<file path="config.mk">
export PLATFORM = sky130hd
export DESIGN_NAME = cla_adder_pipe
export DESIGN_NICKNAME = d
export VERILOG_FILES = /design/src/rtl/adder_pkg.sv /design/src/rtl/cla4_slice.sv /design/src/rtl/cla_adder_pipe.sv
export SDC_FILE = /design/constraint.sdc
export NUM_CORES = 1
export LEC_CHECK = 0
export CORE_MARGIN = 2
export CORE_UTILIZATION = 25
export CTS_CLUSTER_SIZE = 24
export DETAILED_ROUTE_END_ITERATION = 16
export GPL_TIMING_DRIVEN = 0
export PLACE_DENSITY = 0.44
export REMOVE_ABC_BUFFERS = 1
export SYNTH_ARGS = -nofsm -noshare
export SYNTH_HDL_FRONTEND = slang
export SYNTH_SLANG_ARGS = --single-unit
</file>
<file path="constraint.sdc">
create_clock -name Clk -period 3.7 [get_ports Clk]
set_clock_uncertainty 0.15 [all_clocks]
set_input_delay 1.11 -clock Clk [delete_from_list [all_inputs] [get_ports Clk]]
set_output_delay 1.11 -clock Clk [all_outputs]
set_load 0.005 [all_outputs]
</file>
<file path="src/rtl/adder_pkg.sv">
// Shared types and constants for the pipelined carry-lookahead adder.
package adder_pkg;

    typedef enum logic [1:0] {
        OP_ADD = 2'd0,
        OP_ADC = 2'd1,
        OP_SUB = 2'd2,
        OP_SBB = 2'd3
    } op_t;

    localparam int unsigned GRP_W = 4;

    function automatic int unsigned groups_per_stage(input int unsigned width,
                                                     input int unsigned stages);
        return width / (GRP_W * stages);
    endfunction

    function automatic logic is_sub(input op_t op);
        return (op == OP_SUB) || (op == OP_SBB);
    endfunction

endpackage

</file>
<file path="src/rtl/cla4_slice.sv">
// 4-bit carry-lookahead slice: sum bits plus group propagate/generate.
module cla4_slice
    import adder_pkg::*;
(
    input  logic [GRP_W-1:0] a,
    input  logic [GRP_W-1:0] b,
    input  logic             ci,
    output logic [GRP_W-1:0] s,
    output logic             p,
    output logic             g
);

    logic [GRP_W-1:0] pb;
    logic [GRP_W-1:0] gb;
    logic [GRP_W-1:0] c;

    assign pb = a ^ b;
    assign gb = a & b;

    // Bit carries expanded from ci so none depends on another carry.
    assign c[0] = ci;
    assign c[1] = gb[0] | (pb[0] & ci);
    assign c[2] = gb[1] | (pb[1] & gb[0]) | (pb[1] & pb[0] & ci);
    assign c[3] = gb[2] | (pb[2] & gb[1]) | (pb[2] & pb[1] & gb[0])
                | (pb[2] & pb[1] & pb[0] & ci);

    assign s = pb ^ c;
    assign p = &pb;
    assign g = gb[3] | (pb[3] & gb[2]) | (pb[3] & pb[2] & gb[1])
             | (pb[3] & pb[2] & pb[1] & gb[0]);

endmodule

</file>
<file path="src/rtl/cla_adder_pipe.sv">
// Pipelined add/subtract unit: each stage resolves its own slice of 4-bit
// groups with group lookahead and hands its carry to the next stage.
module cla_adder_pipe
    import adder_pkg::*;
#(
    parameter int unsigned WIDTH  = 16,
    parameter int unsigned STAGES = 2
) (
    input  logic             Clk,
    input  logic             Reset_n,
    input  logic             in_valid,
    output logic             in_ready,
    input  logic [WIDTH-1:0] A,
    input  logic [WIDTH-1:0] B,
    input  logic             cin,
    input  op_t              op,
    output logic             out_valid,
    input  logic             out_ready,
    output logic [WIDTH-1:0] S,
    output logic             cout,
    output logic             ovf,
    output logic             zero
);

    localparam int unsigned NG   = WIDTH / GRP_W;
    localparam int unsigned GPS  = groups_per_stage(WIDTH, STAGES);
    localparam int unsigned SW   = GPS * GRP_W;
    localparam int unsigned LAST = STAGES - 1;

    // Per-stage sources (stage 0 sees the ports, later stages the previous register)
    logic [WIDTH-1:0] src_a   [STAGES];
    logic [WIDTH-1:0] src_b   [STAGES];
    logic [WIDTH-1:0] src_sum [STAGES];
    logic [WIDTH-1:0] effb    [STAGES];
    logic [WIDTH-1:0] nsum    [STAGES];
    op_t              src_op  [STAGES];
    logic [STAGES-1:0] src_c;
    logic [STAGES-1:0] src_v;

    // Pipeline registers
    logic [WIDTH-1:0] a_q   [STAGES];
    logic [WIDTH-1:0] b_q   [STAGES];
    logic [WIDTH-1:0] sum_q [STAGES];
    op_t              op_q  [STAGES];
    logic [STAGES-1:0] c_q;
    logic [STAGES-1:0] v_q;
    logic [STAGES-1:0] en;
    logic              ovf_q;
    logic              zero_q;

    logic [NG-1:0]    gp;
    logic [NG-1:0]    gg;
    logic [WIDTH-1:0] grp_sum;
    logic             c0;

    // Carry-in selection for the first stage
    always_comb begin
        c0 = 1'b0;
        case (op)
            OP_ADD:  c0 = 1'b0;
            OP_ADC:  c0 = cin;
            OP_SUB:  c0 = 1'b1;
            OP_SBB:  c0 = cin;
            default: c0 = 1'b0;
        endcase
    end

    for (genvar s = 0; s < STAGES; s++) begin : g_stage
        localparam int unsigned      BASE = s * GPS;
        localparam logic [WIDTH-1:0] MASK = WIDTH'({SW{1'b1}}) << (s * SW);

        logic [GPS:0] cl;

        if (s == 0) begin : g_src_in
            assign src_a[s]   = A;
            assign src_b[s]   = B;
            assign src_op[s]  = op;
            assign src_c[s]   = c0;
            assign src_sum[s] = '0;
            assign src_v[s]   = in_valid;
        end else begin : g_src_reg
            assign src_a[s]   = a_q[s-1];
            assign src_b[s]   = b_q[s-1];
            assign src_op[s]  = op_q[s-1];
            assign src_c[s]   = c_q[s-1];
            assign src_sum[s] = sum_q[s-1];
            assign src_v[s]   = v_q[s-1];
        end

        assign effb[s] = is_sub(src_op[s]) ? ~src_b[s] : src_b[s];
        assign cl[0]   = src_c[s];

        // Group carries as flat sums of products over group P/G
        for (genvar j = 1; j <= GPS; j++) begin : g_la
            logic [j:0] t;
            assign t[0] = src_c[s] & (&gp[BASE +: j]);
            for (genvar k = 0; k < j; k++) begin : g_term
                if (k == j - 1) begin : g_near
                    assign t[k+1] = gg[BASE+k];
                end else begin : g_far
                    assign t[k+1] = gg[BASE+k] & (&gp[BASE+k+1 +: j-k-1]);
                end
            end
            assign cl[j] = |t;
        end

        for (genvar j = 0; j < GPS; j++) begin : g_grp
            cla4_slice u_slice (
                .a  (src_a[s][GRP_W*(BASE+j) +: GRP_W]),
                .b  (effb[s][GRP_W*(BASE+j) +: GRP_W]),
                .ci (cl[j]),
                .s  (grp_sum[GRP_W*(BASE+j) +: GRP_W]),
                .p  (gp[BASE+j]),
                .g  (gg[BASE+j])
            );
        end

        assign nsum[s] = src_sum[s] | (grp_sum & MASK);

        // Stage loads when it or any stage downstream of it has room
        assign en[s] = out_ready | ~(&v_q[LAST:s]);

        always_ff @(posedge Clk or negedge Reset_n) begin
            if (!Reset_n) begin
                v_q[s]   <= 1'b0;
                a_q[s]   <= '0;
                b_q[s]   <= '0;
                op_q[s]  <= OP_ADD;
                c_q[s]   <= 1'b0;
                sum_q[s] <= '0;
            end else if (en[s]) begin
                v_q[s] <= src_v[s];
                if (src_v[s]) begin
                    a_q[s]   <= src_a[s];
                    b_q[s]   <= src_b[s];
                    op_q[s]  <= src_op[s];
                    c_q[s]   <= cl[GPS];
                    sum_q[s] <= nsum[s];
                end
            end
        end

        if (s == LAST) begin : g_flags
            logic ovf_d;
            logic zero_d;

            assign ovf_d  = (src_a[s][WIDTH-1] == effb[s][WIDTH-1])
                         && (nsum[s][WIDTH-1] != src_a[s][WIDTH-1]);
            assign zero_d = (nsum[s] == '0);

            always_ff @(posedge Clk or negedge Reset_n) begin
                if (!Reset_n) begin
                    ovf_q  <= 1'b0;
                    zero_q <= 1'b0;
                end else if (en[s] && src_v[s]) begin
                    ovf_q  <= ovf_d;
                    zero_q <= zero_d;
                end
            end
        end
    end

    assign in_ready  = en[0];
    assign out_valid = v_q[LAST];
    assign S         = sum_q[LAST];
    assign cout      = c_q[LAST];
    assign ovf       = ovf_q;
    assign zero      = zero_q;

endmodule
</file>
**After elaboration in Yosys (flattened, before gate mapping)**

Cells that the tools add are included.

- Word-level logic and storage cells: 158
- Bits in registers: 64

- Equality and inequality tests: 7
- Multiplexer cells: 3
- Reductions and logical operators: 20
- Bitwise gates (word level): 117

Operators with widths:

| cell | number |
|---|---|
| $and 1x1->1 | 62 |
| $or 1x1->1 | 38 |
| $xor 4x4->4 | 8 |
| $and 4x4->4 | 4 |
| $logic_not 16->1 | 1 |
| $mux 16 | 1 |
| $not 16->16 | 1 |
| $or 8x16->16 | 1 |
| $reduce_and 4->1 | 4 |
| $reduce_and 8->1 | 2 |
| $eq 2x2->1 const B | 4 |
| $mux 8 | 1 |
| $not 8->8 | 1 |
| $reduce_and 2->1 | 3 |
| $reduce_or 2->1 | 3 |
| $reduce_or 3->1 | 2 |
| $pmux 1 s3 | 1 |
| $eq 2x1->1 const B | 1 |
| $logic_and 1x1->1 | 2 |
| $logic_not 2->1 | 1 |
| $logic_or 1x1->1 | 2 |
| $not 1->1 | 2 |
| $eq 1x1->1 | 1 |
| $ne 1x1->1 | 1 |

**Longest topological paths before layout**

Gate-level depths: netlist of run 1.

- Word-level depth: 15
- Depth in mapped cells: 12

**Cells and area by module**

From an unflattened synthesis of run 1, not the netlist that was laid out.

- Cells, all modules: 226
- Area total of the unflattened synthesis: 2742.6 sq um

By module, submodules not included:

| module | instances | area each (sq um) | seq. area each (sq um) | cells an instance |
|---|---|---|---|---|
| cla_adder_pipe | 1 | 2011.9 | 1176.1 | 138 |
| cla4_slice | 4 | 182.7 | 0.0 | 22 |

**Worst setup path before layout of run 1**

No wires, ideal clock.

- Kind: input-to-reg
- Start point: input op[1]
- End point: register sum_q (netlist bit src_sum[4])
- Library setup time: 0.083 ns
- Setup slack: 0.426 ns
- Arrival: 3.041 ns
- Buffers on the path: 1
- Data required time: 3.467 ns
- Stages: 9
- Path through: buf_6 -> xor2_1 -> ha_1 -> a21o_1 -> a31o_4 -> a21o_2 -> a21oi_1 -> fa_1 -> o21ai_0

- Word-level cells in the longest chain between the ends: 10

Ends and longest elaborated chain:

| element | RTL line | RTL |
|---|---|---|
| start: declaration | cla_adder_pipe.sv:16 | `input op_t op,` |
| $eq 2x2->1 | adder_pkg.sv:19, cla_adder_pipe.sv:59 |  |
| $logic_or 1x1->1 | adder_pkg.sv:19 | `return (op == OP_SUB) \|\| (op == OP_SBB);` |
| $mux 8 | cla_adder_pipe.sv:90 | `assign effb[s] = is_sub(src_op[s]) ? ~src_b[s] : src_b[s];` |
| $xor 4x4->4 / $and 4x4->4 (equally long branches) | cla4_slice.sv:17, cla4_slice.sv:18 |  |
| $and 1x1->1, on equally long branches | cla4_slice.sv:29, cla4_slice.sv:30 |  |
| $or 1x1->1 (tied with other cells) | cla4_slice.sv:29 | `assign g = gb[3] \| (pb[3] & gb[2]) \| (pb[3] & pb[2] & gb[1])` |
| $or 1x1->1 / $and 1x1->1 (equally long branches) | cla4_slice.sv:29, cla4_slice.sv:30 |  |
| $or 1x1->1 | cla4_slice.sv:30 | `\| (pb[3] & pb[2] & pb[1] & gb[0]);` |
| $reduce_or 2->1 | cla_adder_pipe.sv:104 | `assign cl[j] = \|t;` |
| $xor 4x4->4 (*) | cla4_slice.sv:27 | `assign s = pb ^ c;` |
| end signal: indexed assignment | cla_adder_pipe.sv:138 | `sum_q[s] <= nsum[s];` |
| end: declaration | cla_adder_pipe.sv:43 | `logic [WIDTH-1:0] sum_q [STAGES];` |

Every way passes the cells marked *; elsewhere a longest branch is shown, timed or not.
A chain may end at the register's enable or synchronous reset.

**Final worst setup path of run 1**

- Start point: input out_ready
- End point: output in_ready

- Word-level cells in the longest chain between the ends: 1

Ends and longest elaborated chain:

| element | RTL line | RTL |
|---|---|---|
| start: declaration | cla_adder_pipe.sv:18 | `input logic out_ready,` |
| $or 1x1->1 | cla_adder_pipe.sv:121 | `assign en[s] = out_ready \| ~(&v_q[LAST:s]);` |
| end: declaration | cla_adder_pipe.sv:12 | `output logic in_ready,` |

No other way between the ends.

==> results of run 1 <==
routing by layer:
| metal | wire (um) | GRT usage, % | vias to the layer above |
|---|---|---|---|
| met4 | 38 | 2.50 | 0 |
| met2 | 2700 | 18.4 | 31 |
| met3 | 157 | 1.58 | 4 |
| met5 | 0 | 0 | - |
| li1 | - | - | 1009 |
| met1 | 2800 | 13.7 | 936 |
cells in the final DEF, fill, tap and decap left out, types with 3 or more instances in the layout:
master	netlist	final
sky130_fd_sc_hd__nand2_1	69	69
sky130_fd_sc_hd__clkdlybuf4s50_1	0	57
sky130_fd_sc_hd__dfrtp_1	47	47
sky130_fd_sc_hd__xor2_1	18	18
sky130_fd_sc_hd__ha_1	16	16
sky130_fd_sc_hd__o21ai_0	15	15
sky130_fd_sc_hd__mux2_2	11	11
sky130_fd_sc_hd__inv_1	7	7
sky130_fd_sc_hd__nor2_1	6	6
sky130_fd_sc_hd__xnor2_1	6	6
sky130_fd_sc_hd__clkbuf_8	0	6
sky130_fd_sc_hd__a21oi_1	5	5
sky130_fd_sc_hd__a21o_1	4	4
sky130_fd_sc_hd__o21a_1	4	4
sky130_fd_sc_hd__a211oi_1	4	4
sky130_fd_sc_hd__fa_1	4	4
sky130_fd_sc_hd__nand2b_1	3	3
cell families (layout without fill, tap and decap cells):
group	Yosys count	in the layout
AOI/OAI and AO/OA	50	50
xor gates and xnor gates	24	24
muxes	12	12
DFF	47	47
and+or+nand+nor	92	92
adders and majority gates	20	20
buffers and inverters	17	75
cells in the mapped netlist, types with 2 or more instances:
library cell / number
sky130_fd_sc_hd__a21oi_1: 5
sky130_fd_sc_hd__nand2b_1: 3
sky130_fd_sc_hd__inv_1: 7
sky130_fd_sc_hd__clkbuf_1: 9
sky130_fd_sc_hd__o21a_1: 4
sky130_fd_sc_hd__o21bai_1: 2
sky130_fd_sc_hd__nor2_1: 6
sky130_fd_sc_hd__o21ai_0: 15
sky130_fd_sc_hd__mux2_2: 11
sky130_fd_sc_hd__a21o_1: 4
sky130_fd_sc_hd__o31ai_1: 2
sky130_fd_sc_hd__a31oi_1: 2
sky130_fd_sc_hd__o41ai_1: 2
sky130_fd_sc_hd__nand4_1: 2
sky130_fd_sc_hd__fa_1: 4
sky130_fd_sc_hd__xnor2_1: 6
sky130_fd_sc_hd__a211oi_1: 4
sky130_fd_sc_hd__and2_1: 2
sky130_fd_sc_hd__nand3b_1: 2
sky130_fd_sc_hd__dfrtp_1: 47
sky130_fd_sc_hd__nor3b_1: 2
sky130_fd_sc_hd__nand2_1: 69
sky130_fd_sc_hd__or3_1: 2
sky130_fd_sc_hd__a22o_1: 2
sky130_fd_sc_hd__ha_1: 16
sky130_fd_sc_hd__xor2_1: 18
tightest hold or removal path, delay by kind of cell (launching register included):
family             cells  cell delay, ns
AOI/OAI and AO/OA      1            0.06
DFF                    1            0.35
and+or+nand+nor        1            0.04
flip-flops by register name, summed over array words and instances (netlist names):
name	count
S	16
a_q	8
b_q	8
c_q	1
cout	1
op_q	1
out_valid	1
ovf	1
src_sum	8
src_v	1
zero	1
per-stage QoR:
stage                     worst slack [ns]  utilization (%)  area, um^2
after floorplan                      0.554                -        2590
after global placement              -0.421             32.6        3350
after detailed placement            -0.477             32.8        3370
after CTS                            0.133             33.9        3490
after global routing                0.0170             33.9        3480
final                                0.196             33.9        3480
cell type report:
type	count	area, um^2	share of cell area, %
clock buffer	6	82.6	2.37
clock inverter	2	35.0	1.01
inverter	7	26.3	0.755
multi-input combinational	198	1390	40.0
sequential	47	1180	33.8
tap	136	170	4.89
timing repair buffer	60	601	17.2
report_power, final:
group          internal [uW]  switching [uW]  total, uW
Combinational            425             330        756
Clock                    219             174        393
Sequential               653            94.7        748
Total                   1300             599       1900
final timing paths:
path	from	cells past startpoint	to	slack [ns]
setup / recovery	out_ready	3	in_ready	0.20
hold / removal	S[13]	2	S[13]	0.33
setup reg to reg	op_q[3]	11	zero	0.32
hold reg to reg	S[13]	2	S[13]	0.33
max in group asynchronous	Reset_n	2	S[11]	2.22
min in group asynchronous	Reset_n	1	a_q[31]	0.65
==> metrics.txt, run 1 <==
total inserted antenna cells=0; wire length of the first global-routing pass=9660 um; headroom to the max-slew limit=31.7%; Max Fanout on Critical Path=4; Synth Cell Area=0.00264 mm^2; post-synth top area share=44.6%; synthesized-area fraction occupied by adder cells=10.6%; Hold Slack=0.330 ns; final cell count without fillers=456; required time of the critical path=2.44 ns; global placement routability congestion=0.699; Die Ht=107 um; final number of max-transition violations=0; maximum vdd drop=0.179 mV; detailed router's first-iteration violation count=95; initial cell density of the core=25.7%; number of top-level pins=60; total number of H-tree levels=2; clock sinks=47; Yosys warning total=0; PD cells=544 mW/mm^2; endpoint class of the critical path=output pin; flip-flop cell with the highest count after synthesis=sky130_fd_sc_hd__dfrtp_1; number of unique standard cell types used by synthesis=40; filler cell count=1077; most area-consuming cells after synthesis=sky130_fd_sc_hd__dfrtp_1, sky130_fd_sc_hd__nand2_1, sky130_fd_sc_hd__ha_1, sky130_fd_sc_hd__xor2_1, sky130_fd_sc_hd__mux2_2; Maximum Capacitance Violations=0; area growth from synthesis to layout=32.0%; xor and xnor area share after synthesis=7.97%; area leader, netlist=sky130_fd_sc_hd__dfrtp_1; overflow left after global routing=0; Core Rows=37; Largest delay share family, worst path=buffers and inverters; most used cell along the critical path=sky130_fd_sc_hd__clkdlybuf4s50_1; cells after synthesis=262; Static Leak=0.00156 uW; count of port buffers added during placement=59; power after layout=1900 uW; synthesized flop and latch total=47; hold crit path type=reg2reg; signal arrival time at the worst endpoint=2.24 ns; hold-fix buffers at CTS=0; slowest library cell on the worst path=sky130_fd_sc_hd__clkdlybuf4s50_1; via density per instance=4.34; ratio of cells with drive above 1 in the final layout=8.44%; final count of negative-setup-slack endpoints=0; CP startpoint kind=input pin; post-CTS setup repair buffer count=0; routed wire length per instance=12.5 um; CTS tree=done; mean instance size in the synthesized netlist=10.1 um^2; die footprint=0.0114 mm^2; transition at the pin with the smallest max-transition slack=1.02 ns; result of the run=finished, final reports clean; router iterations before antenna repair=4; number of endpoints with negative hold slack in the final report=0; period utilization=94.7%; combinational family with the most area after synthesis=simple AND/OR/NAND/NOR gates; number of vias in the routed layout=1980; count of flip-flops with a built-in enable after synthesis=0; Detail Placement HPWL=4410 um; clock transition at the registers of the reported paths=0.08 ns; core area=0.0103 mm^2; total negative slack=0 ns; antenna violations before repair=0; # resized after CTS=1; multiplexer share of the synthesized area=5.26%; crit path kind=in2out; number of placed instances, taps included=448; critical path buffer and inverter count=2; die width=107 um; upper clock frequency limit=285 MHz; RSZ-0062 raised after global routing=no; DRC violation count after routing=0; GRT Overall Usage=10.5%; clock latency at the later pin of the worst-skew pair=0.30 ns; Final nets=378; total length of routed wires=5700 um; CTS root buffer=sky130_fd_sc_hd__clkbuf_8; via count of the first global-routing pass=2081; Synth Area in Compound Gates=13.8%; Post-Synth Simple-Gate Area=15.0%; Max stage delay on crit path=0.52 ns; Async S/R FF share, synth=100%; buffer depth of the longest clock path=2; clock buffers created by TritonCTS=5; fraction of the yosys area taken by sequential cells=44.6%; largest net degree at the start of global routing=32; post-route antenna net violation count=0; Tmin final=3.50 ns; critical path, cell by cell=clkdlybuf4s50_1 > nand3b_1 > clkdlybuf4s50_1
Power figures use the tool's default switching activity.
==> run 2: changes to the inputs <==
--- a/config.mk
+++ b/config.mk
@@ -6,12 +6,13 @@
 export NUM_CORES = 1
 export LEC_CHECK = 0
 export CORE_MARGIN = 2
-export CORE_UTILIZATION = 25
+export CORE_UTILIZATION = 44
 export CTS_CLUSTER_SIZE = 24
 export DETAILED_ROUTE_END_ITERATION = 16
 export GPL_TIMING_DRIVEN = 0
-export PLACE_DENSITY = 0.44
+export PLACE_DENSITY = 0.69
 export REMOVE_ABC_BUFFERS = 1
+export SLEW_MARGIN = 20
 export SYNTH_ARGS = -nofsm -noshare
 export SYNTH_HDL_FRONTEND = slang
 export SYNTH_SLANG_ARGS = --single-unit
==> metrics.txt, run 2 (synthesis results as in run 1) <==
total net switching power=586 uW (-2.2%); number of cells traversed by the worst hold path=2 (unchanged); total number of H-tree levels=2 (unchanged); antenna violations before repair=0 (unchanged); signal arrival time at the worst endpoint=2.25 ns (about the same); wire length of the first global-routing pass=8890 um (-8.0%); headroom to the max-slew limit=33.7% (+2.1 points); PD cells=564 mW/mm^2 (+3.6%); Tmin final=3.51 ns (+0.0109 ns); clock latency at the later pin of the worst-skew pair=0.30 ns (about the same); Critical R2R Launch=op_q[3]; required time of the critical path=2.44 ns (about the same); Detail Placement HPWL=4030 um (-8.7%); die width=81.4 um (-24%); largest net degree at the start of global routing=32 (unchanged); slowest library cell on the worst path=sky130_fd_sc_hd__clkdlybuf4s50_1; highest metal layer with signal wires=met4; final count of negative-setup-slack endpoints=0 (unchanged); upper clock frequency limit=285 MHz (-0.31%); core area=0.00585 mm^2 (-43%); clock buffers created by TritonCTS=5 (unchanged); hold worst-path end=S[12]; Met3 Routed Length=147 um (-6.4%); worst-case setup margin in the final layout=0.185 ns (-0.0109 ns); RSZ-0062 raised after global routing=no; flip-flop count of the largest register after layout=16 (unchanged); area of all placed cells without fillers=0.00342 mm^2 (-1.7%); share of power burned in combinational logic=38.7% (-1.2 points); critical path buffer and inverter count=2 (unchanged); number of vias in the routed layout=1966 (-0.71%); most used cell along the critical path=sky130_fd_sc_hd__clkdlybuf4s50_1; DRC violation count after routing=0 (unchanged); clock transition at the registers of the reported paths=0.08 ns (about the same); endpoint class of the critical path=output pin; CP startpoint kind=input pin; count of port buffers added during placement=59 (unchanged); number of top-level pins=60 (unchanged); final number of max-transition violations=0 (unchanged); Maximum Capacitance Violations=0 (unchanged); critical path, cell by cell=clkdlybuf4s50_1 > nand3b_1 > clkdlybuf4s50_1; CTS tree=done; detailed router's first-iteration violation count=61 (-36%); Max Fanout on Critical Path=4 (unchanged); most frequent standard cell in the layout excluding fill and tap cells=sky130_fd_sc_hd__nand2_1; number of endpoints with negative hold slack in the final report=0 (unchanged); result of the run=finished, final reports clean; leading cell types in the layout, fill and taps excluded=sky130_fd_sc_hd__nand2_1, sky130_fd_sc_hd__clkdlybuf4s50_1, sky130_fd_sc_hd__dfrtp_1; period utilization=95.0% (+0.29 points); Largest delay share family, worst path=buffers and inverters; transition at the pin with the smallest max-transition slack=0.992 ns (-0.0307 ns); internal power summed over all cells=1350 uW (+3.8%); final cell count without fillers=395 (-13%); wl on met1=2520 um (-10%); post-route antenna net violation count=0 (unchanged); die footprint=0.00663 mm^2 (-42%); overflow left after global routing=0 (unchanged); ratio of cells with drive above 1 in the final layout=7.81% (-0.63 points); Static Leak=0.00157 uW (+0.34%); via count of the first global-routing pass=1936 (-7.0%); via density per instance=4.98 (+15%); total inserted antenna cells=0 (unchanged); total length of routed wires=5230 um (-8.3%); filler cell count=521 (-52%); global placement routability congestion=0.781 (+12%); source of the worst hold timing path=S[12]; post-CTS setup repair buffer count=0 (unchanged); Flop pwr share=38.6% (-0.8 points); number of placed instances, taps included=387 (-14%); pre-CTS setup slack=-0.396 ns (+0.0805 ns); area growth from synthesis to layout=29.8%; Die Ht=81.4 um (-24%); logic depth of the worst register-to-register path=11 (unchanged); portion of total power attributed to the clock network=22.7% (+2.0 points); routed wire length per instance=13.2 um (+5.9%); maximum vdd drop=0.326 mV (+82%); post-layout utilization of the core=58.5% (+25 points); post-detailed-placement cell area=0.00329 mm^2 (-2.3%); capturing point of the worst reg2reg path=zero; detailed-routed wire length on met2=2480 um (-8.1%); GRT Overall Usage=17.4% (+6.9 points); CTS root buffer=sky130_fd_sc_hd__clkbuf_8; Max stage delay on crit path=0.52 ns (about the same); buffer depth of the longest clock path=2 (unchanged); Core Rows=28 (-24%); clock sinks=47 (unchanged); crit path kind=in2out; Final nets=378 (unchanged); hold crit path type=reg2reg; flop-to-flop setup slack=0.35 ns (+0.03 ns); router iterations before antenna repair=4 (unchanged); initial cell density of the core=45.1% (+19 points); switch share=30.3% (-1.3 points)
## run 2: cell count changes in the layout (fill, tap and decap cells not counted), sizes merged
cell	previous run	this run
bufinv	1	2
clkbuf	7	6
clkinv	1	0
dlygate4sd2	0	1
## run 2: how the worst max path moves through the flow
stage | endpoint | slack, ns | from | depth (start not counted)
3_5_place_dp | src_sum[4] | -0.40 | op[1] | 9
3_3_place_gp | src_sum[4] | -0.38 | op[1] | 9
2_1_floorplan | src_sum[4] | 0.55 | op[1] | 8
6_report | in_ready | 0.19 | out_ready | 3
5_1_grt | zero | 0.06 | op_q[3] | 11
4_1_cts | in_ready | 0.18 | out_ready | 3
## run 2: layout make-up
cell class | count | area [um^2] | area share (%)
Multi-Input combinational cell | 198 | 1390 | 40.6
Inverter | 7 | 26.3 | 0.767
Clock inverter | 2 | 60.1 | 1.75
Clock buffer | 6 | 72.6 | 2.12
Sequential cell | 47 | 1180 | 34.3
Timing Repair Buffer | 60 | 604 | 17.6
Tap cell | 75 | 93.8 | 2.74
## run 2: stage by stage
stage	hold WS, ns	total power, uW	setup TNS (ns)
2_1_floorplan	0.302	1160	0
3_3_place_gp	0.310	1480	-1.05
3_5_place_dp	0.317	1510	-1.15
4_1_cts	0.336	1950	0
5_1_grt	0.355	2070	0
6_report	0.333	1930	0
## run 2: tightest hold or removal path: stages, from the launching register on
cell and delay (ns):
sky130_fd_sc_hd__dfrtp_1 0.34, sky130_fd_sc_hd__nand2_1 0.05, sky130_fd_sc_hd__o21ai_0 0.06
## run 2: repair_timing
item / in CTS / in global routing
hold buffers: 0 / 0
setup endpoints to repair: 1 / 0
gates resized for setup: 1 / 0
endpoints found under the hold margin: 0 / 0
## run 2: power groups by stage
stage / Sequential, uW / Clock [uW] / Combinational (uW)
6_report: 745 / 439 / 747
5_1_grt: 765 / 469 / 839
4_1_cts: 747 / 451 / 753
3_5_place_dp: 758 / 0 / 749
3_3_place_gp: 751 / 0 / 729
2_1_floorplan: 745 / 0 / 419
## run 2: per-layer routing
layer,track usage [%],vias to the layer above
met5,0,-
met1,22.4,913
li1,-,1011
met3,3.41,8
met2,29.8,34
met4,4.75,0
==> run 3: changes to the inputs <==
--- a/config.mk
+++ b/config.mk
@@ -7,9 +7,11 @@
 export LEC_CHECK = 0
 export CORE_MARGIN = 2
 export CORE_UTILIZATION = 44
+export CTS_CLUSTER_DIAMETER = 50
 export CTS_CLUSTER_SIZE = 24
 export DETAILED_ROUTE_END_ITERATION = 16
 export GPL_TIMING_DRIVEN = 0
+export MAX_ROUTING_LAYER = met4
 export PLACE_DENSITY = 0.69
 export REMOVE_ABC_BUFFERS = 1
 export SLEW_MARGIN = 20
==> constraint.sdc (replaced) <==
create_clock -name Clk -period 4.06 [get_ports Clk]
set_clock_uncertainty 0.15 [all_clocks]
set_input_delay 1.218 -clock Clk [delete_from_list [all_inputs] [get_ports Clk]]
set_output_delay 1.218 -clock Clk [all_outputs]
set_load 0.005 [all_outputs]
==> metrics.txt, run 3 (synthesis results as in run 1) <==
number of cells traversed by the worst hold path=2 (unchanged); Core Rows=28 (unchanged); hold-fix buffers at CTS=0 (unchanged); PD cells=514 mW/mm^2 (-8.8%); via density per instance=4.97 (-0.20%); worst-case setup margin in the final layout=0.175 ns (-0.0103 ns); Critical R2R Launch=op_q[3]; internal power summed over all cells=1230 uW (-8.8%); capturing point of the worst reg2reg path=zero; CTS tree=done; count of port buffers added during placement=59 (unchanged); post-CTS setup repair buffer count=0 (unchanged); number of endpoints with negative hold slack in the final report=0 (unchanged); post-layout utilization of the core=58.6% (about the same); clock transition at the registers of the reported paths=0.08 ns (about the same); total inserted antenna cells=0 (unchanged); total length of routed wires=5240 um (+0.21%); global placement routability congestion=0.792 (+1.4%); post-route antenna net violation count=0 (unchanged); wire length of the first global-routing pass=8870 um (-0.24%); transition at the pin with the smallest max-transition slack=0.998 ns (+0.00631 ns); upper clock frequency limit=257 MHz; DRC violation count after routing=0 (unchanged); RSZ-0062 raised after global routing=no; required time of the critical path=4.11 ns (+1.67 ns); final cell count without fillers=395 (unchanged); post-detailed-placement cell area=0.00329 mm^2 (unchanged); Final nets=378 (unchanged); launch point of the worst path=op[1]; router iterations before antenna repair=4 (unchanged); total net switching power=535 uW (-8.7%); leading cell types in the layout, fill and taps excluded=sky130_fd_sc_hd__nand2_1, sky130_fd_sc_hd__clkdlybuf4s50_1, sky130_fd_sc_hd__dfrtp_1; CP startpoint kind=input pin; die footprint=0.00663 mm^2 (unchanged); die width=81.4 um (unchanged); pre-CTS setup slack=-0.144 ns (+0.252 ns); detailed router's first-iteration violation count=73 (+20%); initial cell density of the core=45.1% (unchanged); Tmin final=3.89 ns; number of placed instances, taps included=387 (unchanged); Maximum Capacitance Violations=0 (unchanged); result of the run=finished, final reports clean; CTS root buffer=sky130_fd_sc_hd__clkbuf_8; area of all placed cells without fillers=0.00343 mm^2 (about the same); logic depth of the worst register-to-register path=11 (unchanged); area growth from synthesis to layout=29.8% (about the same); routed wire length per instance=13.3 um (+0.21%); core area=0.00585 mm^2 (unchanged); filler cell count=521 (unchanged); clock latency at the later pin of the worst-skew pair=0.30 ns (about the same); headroom to the max-slew limit=33.3% (-0.42 points); Die Ht=81.4 um (unchanged); period utilization=95.7%; number of vias in the routed layout=1962 (-0.20%); most frequent standard cell in the layout excluding fill and tap cells=sky130_fd_sc_hd__nand2_1; source of the worst hold timing path=S[12]; clock sinks=47 (unchanged); crit path kind=in2reg; antenna violations before repair=0 (unchanged); Flop pwr share=38.6% (about the same); Hold Slack=0.332 ns (-0.000288 ns); final number of max-transition violations=0 (unchanged); switch share=30.3% (about the same); Detail Placement HPWL=4030 um (unchanged); GRT Overall Usage=17.9% (+0.48 points); Static Leak=0.00157 uW (about the same); flip-flop count of the largest register after layout=16 (unchanged); total number of H-tree levels=2 (unchanged); portion of total power attributed to the clock network=22.8% (about the same); largest net degree at the start of global routing=32 (unchanged); final count of negative-setup-slack endpoints=0 (unchanged); overflow left after global routing=0 (unchanged); clock buffers created by TritonCTS=5 (unchanged); signal arrival time at the worst endpoint=3.93 ns (+1.68 ns); # resized after CTS=0 (-1); endpoint class of the critical path=flip-flop; flop-to-flop setup slack=0.71 ns (+0.36 ns); hold crit path type=reg2reg; maximum vdd drop=0.299 mV (-8.4%); share of power burned in combinational logic=38.7% (about the same); hold worst-path end=S[12]; number of top-level pins=60 (unchanged); Max Fanout on Critical Path=10 (+6); buffer depth of the longest clock path=2 (unchanged); ratio of cells with drive above 1 in the final layout=7.81% (unchanged); via count of the first global-routing pass=1933 (-0.15%)
run 3: cell types whose count changed in the layout (fill, tap and decap cells not counted), sizes merged:
| cell | delta |
|---|---|
| clkdlybuf4s50 | +1 |
| dlygate4sd2 | -1 |
run 3: worst max path at each step:
stage | end | slack (ns) | cells after the start
global placement | src_sum[4] | -0.13 | 9
CTS | src_sum[4] | 0.17 | 9
finish | src_sum[4] | 0.17 | 9
global route | src_sum[4] | 0.07 | 9
floorplan | src_sum[4] | 0.81 | 8
detailed placement | src_sum[4] | -0.14 | 9
run 3: final cells by class:
cell class	instances	area (um^2)	share of cell area [%]
multi-input cells	198	1390	40.6
flip-flops and latches	47	1180	34.3
repair buffers	60	606	17.7
well taps	75	93.8	2.74
clock buffers	6	72.6	2.12
clock inverters	2	60.1	1.75
inverters	7	26.3	0.767
run 3: metrics by stage:
step	setup TNS, ns	power [uW]
after global routing	0	1890
after global placement	-0.163	1350
after CTS	0	1780
after detailed placement	-0.228	1370
after floorplan	0	1060
final	0	1760
run 3: power groups by stage:
stage               combinational, uW  clock [uW]  sequential (uW)
global route                      765         427              697
finish                            681         401              679
global placement                  664           0              685
detailed placement                683           0              691
CTS                               687         411              681
floorplan                         382           0              679
run 3: metal layers:
layer  up-vias  track usage [%]  routed length (um)
li1       1011                -                   -
met1       910             22.4                2520
met2        33             29.8                2460
met3         8             3.41                 168
met4         0             4.75                  88
met5         -                -                   0
run 3: critical path, cell delays in order:
cell and delay, ns:
sky130_fd_sc_hd__clkdlybuf4s50_1 0.68, sky130_fd_sc_hd__xor2_1 0.28, sky130_fd_sc_hd__ha_1 0.35, sky130_fd_sc_hd__a21o_1 0.18, sky130_fd_sc_hd__a31o_4 0.23, sky130_fd_sc_hd__a21o_2 0.23
sky130_fd_sc_hd__a21oi_1 0.18, sky130_fd_sc_hd__fa_1 0.42, sky130_fd_sc_hd__o21ai_0 0.15
==> variant (flow settings as in run 1) <==
Reset style: synchronous (`Reset_n`), changed in 2 clocked blocks.
--- a/src/rtl/cla_adder_pipe.sv
+++ b/src/rtl/cla_adder_pipe.sv
@@ -122,3 +122,3 @@
 
-        always_ff @(posedge Clk or negedge Reset_n) begin
+        always_ff @(posedge Clk) begin
             if (!Reset_n) begin
@@ -150,3 +150,3 @@
 
-            always_ff @(posedge Clk or negedge Reset_n) begin
+            always_ff @(posedge Clk) begin
                 if (!Reset_n) begin
Function: differs if Reset_n is asserted again (counterexample within 4 cycles, from zero or initial values and one cycle with Reset_n low); with Reset_n held inactive, the same outputs for 10 cycles.
==> variant against run 1 <==
Die area decreased by 2.4%; worst setup slack got worse by 0.029 ns; worst hold slack got worse by 0.013 ns; sequential cell count unchanged; cell area decreased by 2.5%; synthesized cell count decreased by 19%; critical endpoint unchanged; synthesized area decreased by 2.5%; largest cell class is now registers; first-iteration DRC count decreased by 64%; sequential share of layout area increased by 6.0 points; critical path type unchanged; global-route usage decreased by 1.9 points; highest routed layer unchanged; wire length decreased by 18%.
Power is not compared: it rests on default switching activity, and its combinational part moved more than twofold at a synthesized area within 25%.
==> variant: results (changes against run 1) <==
{| class="wikitable"
! Metric !! Value
|-
| Fraction of layout instances using a drive strength above 1 || 0.0545 (-0.0298)
|-
| 1st-iter DRT viols || 34 (-64%)
|-
| RR Startpoint || op_q[0][1]
|-
| Post-synth ARST share || 0 (-1.00)
|-
| GP Congestion || 0.646 (-7.6%)
|-
| Total gr overflow || 0 (unchanged)
|-
| Clock sinks || 47 (unchanged)
|-
| Standby leakage power || 1.31 nW
|-
| Hold depth || 2 (unchanged)
|-
| End point of the worst hold path || ovf
|-
| Slew of the pin with the lowest slew margin || 1.14 ns (+0.118 ns)
|-
| Via density per instance || 3.91 (-9.8%)
|-
| Number of setup buffers added after CTS || 0 (unchanged)
|-
| Top-area cell type share of the netlist area || 0.478 (+0.0327)
|-
| Internal power || 0.000915 W
|-
| Number of enable flip-flop cells after synthesis || 41 (+41)
|-
| Total number of H-tree levels || 2 (unchanged)
|-
| Global-route wire length before repair || 7650 µm (-21%)
|-
| Routed len/inst || 11.3 µm (-9.5%)
|-
| Pin count of the biggest net entering global routing || 26 (-19%)
|-
| Filler Cells Inserted || 1009 (-6.3%)
|-
| Worst hold-check slack || 0.317 ns (-0.0134 ns)
|-
| Placed instance count || 403 (-10%)
|-
| Max incr delay on CP || 0.53 ns
|-
| Total GRT Usage || 0.0865 (-0.0188)
|-
| Worst endpoint data arrival time || 2.27 ns (+0.03 ns)
|-
| Minimum setup slack after placement || -0.479 ns (-0.00222 ns)
|-
| Clock buffer count from CTS || 5 (unchanged)
|-
| Slowest cell on the critical path || sky130_fd_sc_hd__clkdlybuf4s50_1
|-
| Nets@finish || 333 (-12%)
|-
| End of the worst register-to-register path || zero
|-
| Sequential element share of the synthesized area || 0.525 (+0.0793)
|-
| Dpl cell area || 3310 µm² (-1.8%)
|-
| Detailed-placement wirelength estimate || 3710 µm (-16%)
|-
| Synth top area cells || sky130_fd_sc_hd__edfxtp_1 48%, sky130_fd_sc_hd__and2_1 7.8%, sky130_fd_sc_hd__ha_1 7.8%
|-
| Total iterations of the first detailed-routing run || 6 (+2)
|-
| Count of warnings emitted by yosys || 0 (unchanged)
|-
| Number of distinct library cells after synthesis || 39 (-2.5%)
|-
| Gate count after technology mapping || 213 (-19%)
|-
| Result of the run || complete, no violations
|-
| Most used standard cells in the synthesized netlist || 41 x sky130_fd_sc_hd__edfxtp_1, 32 x sky130_fd_sc_hd__and2_1, 20 x sky130_fd_sc_hd__xor2_1
|-
| Total number of vias || 1609 (-19%)
|-
| Worst Hold Launch || ovf
|-
| Yosys top cell by area || sky130_fd_sc_hd__edfxtp_1
|-
| Path depth of the worst reg2reg path || 11 (unchanged)
|-
| Maximum fanout along the worst path || 4 (unchanged)
|-
| FF-to-FF setup slack || 0.42 ns (+0.10 ns)
|}
[variant: cell types whose count changed after synthesis, moves of 4 or more]
| cell | delta |
|---|---|
| sky130_fd_sc_hd__dfrtp_1 | -47 |
| sky130_fd_sc_hd__nor2_1 | +6 |
| sky130_fd_sc_hd__clkbuf_1 | -5 |
| sky130_fd_sc_hd__and2_1 | +30 |
| sky130_fd_sc_hd__o21a_1 | -4 |
| sky130_fd_sc_hd__o21ai_0 | -9 |
| sky130_fd_sc_hd__mux2_2 | -11 |
| sky130_fd_sc_hd__edfxtp_1 | +41 |
| sky130_fd_sc_hd__a21o_1 | -4 |
| sky130_fd_sc_hd__nand3_1 | +4 |
| sky130_fd_sc_hd__dfxtp_1 | +6 |
| sky130_fd_sc_hd__nand2_1 | -60 |
[variant: power groups by stage]
stage	sequential [W]	combinational, W	clock, W
finish	0.000642	0.000305	0.000307
floorplan	0.000652	0.000188	0
CTS	0.000644	0.000312	0.000321
global route	0.000649	0.000344	0.000336
global placement	0.000656	0.000308	0
detailed placement	0.000656	0.000311	0
[variant: cell type report]
type / instances / area [µm²] / share of cell area
Clock buffer: 5 / 68.8 / 0.0203
Tap cell: 136 / 170 / 0.0501
Sequential cell: 47 / 1350 / 0.398
Multi-Input combinational cell: 154 / 1170 / 0.345
Clock inverter: 3 / 20.0 / 0.00590
Inverter: 7 / 26.3 / 0.00774
Timing Repair Buffer: 59 / 589 / 0.174
[variant: cells by family (layout without fill, tap and decap cells)]
group | count (synthesis) | after routing | synth area share
AOI/OAI and AO/OA | 29 | 29 | 0.0778
buffers and inverters | 12 | 74 | 0.0204
and+or+nand+nor | 75 | 75 | 0.163
DFF | 47 | 47 | 0.525
adders and majority gates | 20 | 20 | 0.109
muxes | 2 | 2 | 0.00924
xor gates and xnor gates | 28 | 28 | 0.0953
[variant: metal layers]
metal	wire (µm)	GRT usage	up-vias
li1	-	-	872
met1	2400	0.119	692
met2	1920	0.131	40
met3	249	0.0223	5
met4	72	0.0314	0
met5	0	0	-
[variant: worst max-delay path by stage]
| stage | start | end | slack (ns) | depth (start not counted) |
|---|---|---|---|---|
| after floorplan | op[1] | sum_q[0][5] | 0.58 | 9 |
| after global placement | op[1] | sum_q[0][5] | -0.43 | 10 |
| after detailed placement | op[1] | sum_q[0][5] | -0.48 | 10 |
| after CTS | op[1] | sum_q[0][5] | 0.12 | 10 |
| after global routing | op[1] | sum_q[0][5] | 0.05 | 10 |
| final | out_ready | in_ready | 0.17 | 3 |
[variant: timing repair]
item / in CTS / in global routing
gates resized for setup: 1 / 0
hold buffers: 0 / 0
endpoints found under the setup margin: 2 / 0
